`src/rtl/control_unit.sv`:
```
// Control unit for a byte-wide parallel I/O channel. It handles selection, the
// command byte, initial and ending status, and data in both directions.
// Received bytes go out on an AXI-Stream master; bytes to send arrive on an
// AXI-Stream slave. Every output is registered.
// Optional feature: CONTROL_UNIT_SHORT_BUSY_EN adds the short-busy response
// for a selection that arrives while the device is busy.
module control_unit #(
    parameter logic [7:0] DEVICE_ADDRESS = 8'h10
) (
    input  logic       clk,
    input  logic       reset,
    input  logic [7:0] a_bus_out,
    output logic [7:0] a_bus_in,
    input  logic       a_operational_out,
    input  logic       a_address_out,
    input  logic       a_select_out,
    input  logic       a_hold_out,
    input  logic       a_command_out,
    input  logic       a_service_out,
    output logic       a_operational_in,
    output logic       a_address_in,
    output logic       a_select_in,
    output logic       a_status_in,
    output logic       a_service_in,
    input  logic       busy,
    input  logic       end_strobe,
    output logic [7:0] command,
    output logic       command_strobe,
    input  logic [7:0] data_send_tdata,
    input  logic       data_send_tvalid,
    output logic       data_send_tready,
    output logic [7:0] data_recv_tdata,
    output logic       data_recv_tvalid,
    input  logic       data_recv_tready
);

    localparam int unsigned BW = 8;
    localparam logic [BW-1:0] ST_CE_DE = 8'h0C;
    localparam logic [BW-1:0] ST_BUSY  = 8'h10;

    typedef enum logic [3:0] {
        IDLE, PROPAGATE, ADDR_IN, CMD_WAIT, INIT_STATUS, STATUS_ACK,
        DATA, DATA_ACK, STOP_WAIT, ENDING, ENDING_ACK
`ifdef CONTROL_UNIT_SHORT_BUSY_EN
        , SHORT_BUSY
`endif
    } state_t;

    state_t        state, n_state;
    logic [BW-1:0] n_bus, n_cmd, n_rdata;
    logic          n_op, n_addr, n_sel, n_status, n_service;
    logic          n_strobe, n_tready, n_rvalid;
    logic          status_nz, n_status_nz;

    // The hold tag is not acted on by this unit
`ifdef CONTROL_UNIT_SHORT_BUSY_EN
    logic unused_inputs;
    assign unused_inputs = a_hold_out;
`else
    logic unused_inputs;
    assign unused_inputs = ^{a_hold_out, busy};
`endif

    // State and registered outputs
    always_ff @(posedge clk or negedge reset) begin
        if (!reset) begin
            state            <= IDLE;
            a_bus_in         <= '0;
            a_operational_in <= 1'b0;
            a_address_in     <= 1'b0;
            a_select_in      <= 1'b0;
            a_status_in      <= 1'b0;
            a_service_in     <= 1'b0;
            command          <= '0;
            command_strobe   <= 1'b0;
            data_send_tready <= 1'b0;
            data_recv_tdata  <= '0;
            data_recv_tvalid <= 1'b0;
            status_nz        <= 1'b0;
        end else begin
            state            <= n_state;
            a_bus_in         <= n_bus;
            a_operational_in <= n_op;
            a_address_in     <= n_addr;
            a_select_in      <= n_sel;
            a_status_in      <= n_status;
            a_service_in     <= n_service;
            command          <= n_cmd;
            command_strobe   <= n_strobe;
            data_send_tready <= n_tready;
            data_recv_tdata  <= n_rdata;
            data_recv_tvalid <= n_rvalid;
            status_nz        <= n_status_nz;
        end
    end

    // Next state and next output values
    always_comb begin
        n_state     = state;
        n_bus       = '0;
        n_op        = a_operational_in;
        n_addr      = 1'b0;
        n_sel       = 1'b0;
        n_status    = 1'b0;
        n_service   = 1'b0;
        n_cmd       = command;
        n_strobe    = 1'b0;
        n_tready    = 1'b0;
        n_rdata     = data_recv_tdata;
        n_rvalid    = data_recv_tvalid && !data_recv_tready;
        n_status_nz = status_nz;

        case (state)
            IDLE: begin
                n_op = 1'b0;
                if (a_select_out) begin
                    if (a_address_out && (a_bus_out == DEVICE_ADDRESS)) begin
`ifdef CONTROL_UNIT_SHORT_BUSY_EN
                        if (busy) begin
                            n_state  = SHORT_BUSY;
                            n_status = 1'b1;
                            n_bus    = ST_BUSY;
                        end else begin
                            n_state = ADDR_IN;
                            n_op    = 1'b1;
                            n_addr  = 1'b1;
                            n_bus   = DEVICE_ADDRESS;
                        end
`else
                        n_state = ADDR_IN;
                        n_op    = 1'b1;
                        n_addr  = 1'b1;
                        n_bus   = DEVICE_ADDRESS;
`endif
                    end else begin
                        n_state = PROPAGATE;
                        n_sel   = 1'b1;
                    end
                end
            end
            PROPAGATE: begin
                n_op = 1'b0;
                if (a_select_out) n_sel = 1'b1;
                else              n_state = IDLE;
            end
            ADDR_IN: begin
                n_op = 1'b1;
                if (a_command_out) begin
                    n_cmd    = a_bus_out;
                    n_strobe = 1'b1;
                    n_state  = CMD_WAIT;
                end else begin
                    n_addr = 1'b1;
                    n_bus  = DEVICE_ADDRESS;
                end
            end
            CMD_WAIT: begin
                if (!a_command_out) begin
                    n_state  = INIT_STATUS;
                    n_status = 1'b1;
                    n_bus    = (command == 8'h00) ? ST_CE_DE : 8'h00;
                end
            end
            INIT_STATUS: begin
                if (a_service_out) begin
                    n_state     = STATUS_ACK;
                    n_status_nz = (a_bus_in != 8'h00);
                end else begin
                    n_status = 1'b1;
                    n_bus    = a_bus_in;
                end
            end
            STATUS_ACK: begin
                if (!a_service_out) begin
                    if ((command == 8'h00) || status_nz) begin
                        n_state = IDLE;
                        n_op    = 1'b0;
                    end else begin
                        n_state = DATA;
                    end
                end
            end
            DATA: begin
                if (a_service_in) begin
                    // A request is outstanding: stop, accept, or keep holding
                    if (a_command_out) begin
                        n_state = STOP_WAIT;
                    end else if (a_service_out) begin
                        n_state = DATA_ACK;
                        if (command[0]) begin
                            n_rdata  = a_bus_out;
                            n_rvalid = 1'b1;
                        end else begin
                            n_tready = 1'b1;
                        end
                    end else begin
                        n_service = 1'b1;
                        n_bus     = command[0] ? 8'h00 : a_bus_in;
                    end
                end else if (end_strobe) begin
                    n_state  = ENDING;
                    n_status = 1'b1;
                    n_bus    = ST_CE_DE;
                end else if (command[0]) begin
                    n_service = !data_recv_tvalid;
                end else if (data_send_tvalid) begin
                    n_service = 1'b1;
                    n_bus     = data_send_tdata;
                end
            end
            DATA_ACK: begin
                if (!a_service_out) n_state = DATA;
            end
            STOP_WAIT: begin
                if (!a_command_out) begin
                    n_state  = ENDING;
                    n_status = 1'b1;
                    n_bus    = ST_CE_DE;
                end
            end
            ENDING: begin
                if (a_service_out) begin
                    n_state = ENDING_ACK;
                end else begin
                    n_status = 1'b1;
                    n_bus    = ST_CE_DE;
                end
            end
            ENDING_ACK: begin
                if (!a_service_out) begin
                    n_state = IDLE;
                    n_op    = 1'b0;
                end
            end
`ifdef CONTROL_UNIT_SHORT_BUSY_EN
            SHORT_BUSY: begin
                n_op = 1'b0;
                if (a_select_out) begin
                    n_status = 1'b1;
                    n_bus    = ST_BUSY;
                end else begin
                    n_state = IDLE;
                end
            end
`endif
            default: n_state = IDLE;
        endcase

        // Channel dropping operational-out abandons everything
        if (!a_operational_out) begin
            n_state   = IDLE;
            n_bus     = '0;
            n_op      = 1'b0;
            n_addr    = 1'b0;
            n_sel     = 1'b0;
            n_status  = 1'b0;
            n_service = 1'b0;
            n_strobe  = 1'b0;
            n_tready  = 1'b0;
            n_rvalid  = 1'b0;
        end
    end

endmodule

```
`config.mk`:
```
export PLATFORM = sky130hd
export DESIGN_NAME = control_unit
export DESIGN_NICKNAME = d
export VERILOG_FILES = /design/src/rtl/control_unit.sv
export SDC_FILE = /design/constraint.sdc
export NUM_CORES = 1
export LEC_CHECK = 0
export CAP_MARGIN = 20
export CORE_UTILIZATION = 43
export DETAILED_ROUTE_END_ITERATION = 6
export GPL_TIMING_DRIVEN = 0
export PLACE_DENSITY = 0.73
export SLEW_MARGIN = 20
export SYNTH_ARGS = -nofsm -noshare
export SYNTH_HDL_FRONTEND = slang
export SYNTH_SLANG_ARGS = --single-unit
```
`constraint.sdc`:
```
create_clock -name clk -period 1.95 [get_ports clk]
set_clock_uncertainty 0.05 [all_clocks]
set_input_delay 0.39 -clock clk [delete_from_list [all_inputs] [get_ports clk]]
set_output_delay 0.39 -clock clk [all_outputs]
set_load 0.005 [all_outputs]
```
==> impl_metrics.json <==
{
  "synthCells": 192,
  "clk_latency_ns": 0.29,
  "intPower_mw": 1.19,
  "cp.arrival_ns": 2.09,
  "power_density_mw_per_mm2": 555,
  "slew_violations": 0,
  "path_buf_inv": 2,
  "place_hpwl_microns": 3900,
  "ys_warn_count": 0,
  "whs_path_depth": 3,
  "drt_first_pass_iters": 6,
  "hold_viol_final": 0,
  "synth_fp_nets": 220,
  "cp_top_family": "flip-flops",
  "n_antenna_cell": 0,
  "grt_pass1_vias": 1810,
  "fin_util": 0.663,
  "drtIter0Drc": 167,
  "reg2reg_to": "state[2]",
  "drc": 4,
  "max_freq_mhz": 507,
  "cts_max_path_buffers": 2,
  "portBuffers": 57,
  "power.switching_uw": 455,
  "syn_area_per_cell_sq_um": 10.6,
  "reg2reg_depth": 6,
  "die_h_microns": 71.0,
  "rsz0062_at_grt": "yes",
  "path_cells": "buf_2, nand3_1, o31ai_4, o41ai_4, buf_4, mux2_4",
  "cts.sinks": 37,
  "grt_pass1_wl_microns": 9160,
  "synth-seq-area-share": 0.453,
  "p_leak_nw": 1.29,
  "dieArea_sq_mm": 0.00503,
  "layout_common_cells": "clkdlybuf4s50_1 (53), dfrtp_1 (35), mux2_2 (16), nor2_1 (14)",
  "worst_hold_path.endpoint": "a_select_in",
  "rows": 24,
  "htreeDepth": 2,
  "grt_use_total": 0.239,
  "cap_violations": 0,
  "cts_tree": "done",
  "grt_max_degree": 26,
  "yosys.area.top_type": "dfrtp_1",
  "ant_nets": 0,
  "drive_gt1_frac": 0.264,
  "boundaryPins": 60,
  "swShare": 0.276,
  "ir_drop_mv": 0.396,
  "cp_max_fo": 10,
  "clkSlewWorstSetupHoldPaths_ns": 0.08,
  "ys_ff_latch": 37,
  "synth_ff_type": "dfrtp_1",
  "fin_crit_sh": 1.01,
  "routed_wl_microns": 5660,
  "pwr-share-seq": 0.474,
  "synth_edf_count": 0,
  "syn_to_final_growth_pct": 45.1,
  "r2r_start": "state[1]",
  "timing.final.crit_period_ns": 1.97,
  "violations": "design-rule violations, negative setup slack",
  "nets": 289,
  "synth.distinct_cells": 50,
  "slew_headroom": 0.658,
  "worst_pin_slew_ns": 0.513,
  "grt-ovfl-total": 0,
  "cts_root_buf": "clkbuf_8",
  "setup_viol": 4,
  "p_clk_frac": 0.312,
  "die_w_microns": 71.0,
  "wl_per_cell_microns": 18.1,
  "start_util": 0.457,
  "syn_area_sq_mm": 0.00204,
  "holdCritPathClass": "in -> reg",
  "cts-buffers-inserted": 5,
  "yosysTopAreaCellShare": 0.453,
  "gp_congestion": 0.880,
  "r2r_slack_ns": -0.02,
  "final_common_cell": "clkdlybuf4s50_1",
  "path_class": "reg -> reg",
  "design.core.area_sq_mm": 0.00447,
  "postSynth.asyncResetShare": 1.00,
  "startpoint_type": "flip-flop",
  "dr_total_vias": 1858,
  "dpl_worst_slack_ns": -0.488,
  "status": "finished with violations",
  "viasPerCell": 5.94,
  "worst_path_largest_cell_delay_ns": 0.47,
  "comb_power_share": 0.214,
  "antenna_found_initial": 0,
  "cp.required_ns": 2.07,
  "end_kind": "flip-flop",
  "worstHoldStart": "a_select_out",
  "synth_area_leaders": "dfrtp_1 (45%), mux2_2 (8.8%), nor2_1 (2.8%)",
  "timing.final.ws_setup_ns": -0.0207,
  "cpMaxStageDelayCell": "dfrtp_1"
}
## registers in the layout, summed over array words and instances, names as in the netlist, 4 cells and up
signal,count
a_bus_in,8
command,8
data_recv_tdata,8
state,4
## Yosys cell counts (2+ instances only)
cell type and number:
nor2_1 15, nand4_1 3, and2_1 3, nor4b_1 3
inv_1 2, a2111oi_2 2, buf_4 3, nand2_1 4
a41oi_1 2, o2bb2ai_1 3, mux2_1 4, a22o_1 5
and3_1 4, a32oi_1 2, or3b_2 2, a21oi_1 6
mux2_2 16, nor2b_1 7, nor4_1 7, buf_2 7
a22oi_1 2, xnor2_1 2, o21ai_0 6, nand3_1 4
nor3_1 8, clkbuf_1 3, nand3b_1 2, nand2b_1 5
dfrtp_1 37, mux2i_1 3
## layout make-up
type / count / area [sq um]
Tap cell: 52 / 65.1
Clock inverter: 1 / 8.76
Clock buffer: 6 / 72.6
Inverter: 2 / 7.51
Timing Repair Buffer: 62 / 614
Fill cell: 339 / 1510
Sequential cell: 37 / 928
Buffer: 15 / 105
Multi-Input combinational cell: 138 / 1160
## worst max path at each step
stage | start | endpoint | slack (ns) | depth (start not counted)
2_1_floorplan | state[0] | data_recv_tdata[0] | 0.13 | 7
3_3_place_gp | a_service_out | a_bus_in[3] | -0.47 | 6
3_5_place_dp | a_service_out | a_bus_in[3] | -0.49 | 6
4_1_cts | state[3] | state[1] | 0.003 | 6
5_1_grt | state[0] | state[3] | -0.08 | 6
6_report | state[1] | state[2] | -0.02 | 6
## worst register-to-register path, cell delays in order (launching register included)
cell     delay [ns]
dfrtp_1        0.47
buf_2          0.23
nand3_1        0.17
o31ai_4        0.11
o41ai_4        0.33
buf_4          0.20
mux2_4         0.30
## metrics by stage
step	hold slack (ns)	power (mW)	instances	instance area, sq um	setup TNS, ns
floorplan	0.0444	0.963	192	2040	0
global placement	0.440	1.08	301	2680	-24.11
detailed placement	0.250	1.08	302	2700	-8.50
CTS	0.463	1.61	313	2870	0
global route	0.393	1.73	313	2970	-0.368
finish	0.396	1.65	313	2970	-0.0658
## repair_timing
item,in CTS,in global routing
resized for setup,15,25
buffers inserted,3,0
hold buffers,1,0
pin swaps,4,4
endpoints found under the hold margin,12,0
endpoints found under the setup margin,21,28
## power groups by stage
| stage | Sequential (mW) | Clock (mW) | Combinational, mW |
|---|---|---|---|
| after floorplan | 0.796 | 0 | 0.167 |
| after global placement | 0.796 | 0 | 0.283 |
| after detailed placement | 0.796 | 0 | 0.287 |
| after CTS | 0.781 | 0.524 | 0.301 |
| after global routing | 0.782 | 0.566 | 0.383 |
| final | 0.782 | 0.513 | 0.353 |
## routing by layer
metal / track usage / routed length, microns
met5: 0 / 0
met4: 0.0689 / 89
met1: 0.315 / 2360
met3: 0.0670 / 441
met2: 0.386 / 2770
## logic make-up after synthesis
| family | after synthesis | share of synthesized area |
|---|---|---|
| buffers and inverters | 17 | 0.0453 |
| flip-flops | 37 | 0.453 |
| multiplexers | 23 | 0.125 |
| AO/OA/AOI/OAI | 39 | 0.157 |
| AND/OR/NAND/NOR | 73 | 0.207 |
| XOR/XNOR | 3 | 0.0129 |
Power figures use the tool's default switching activity.
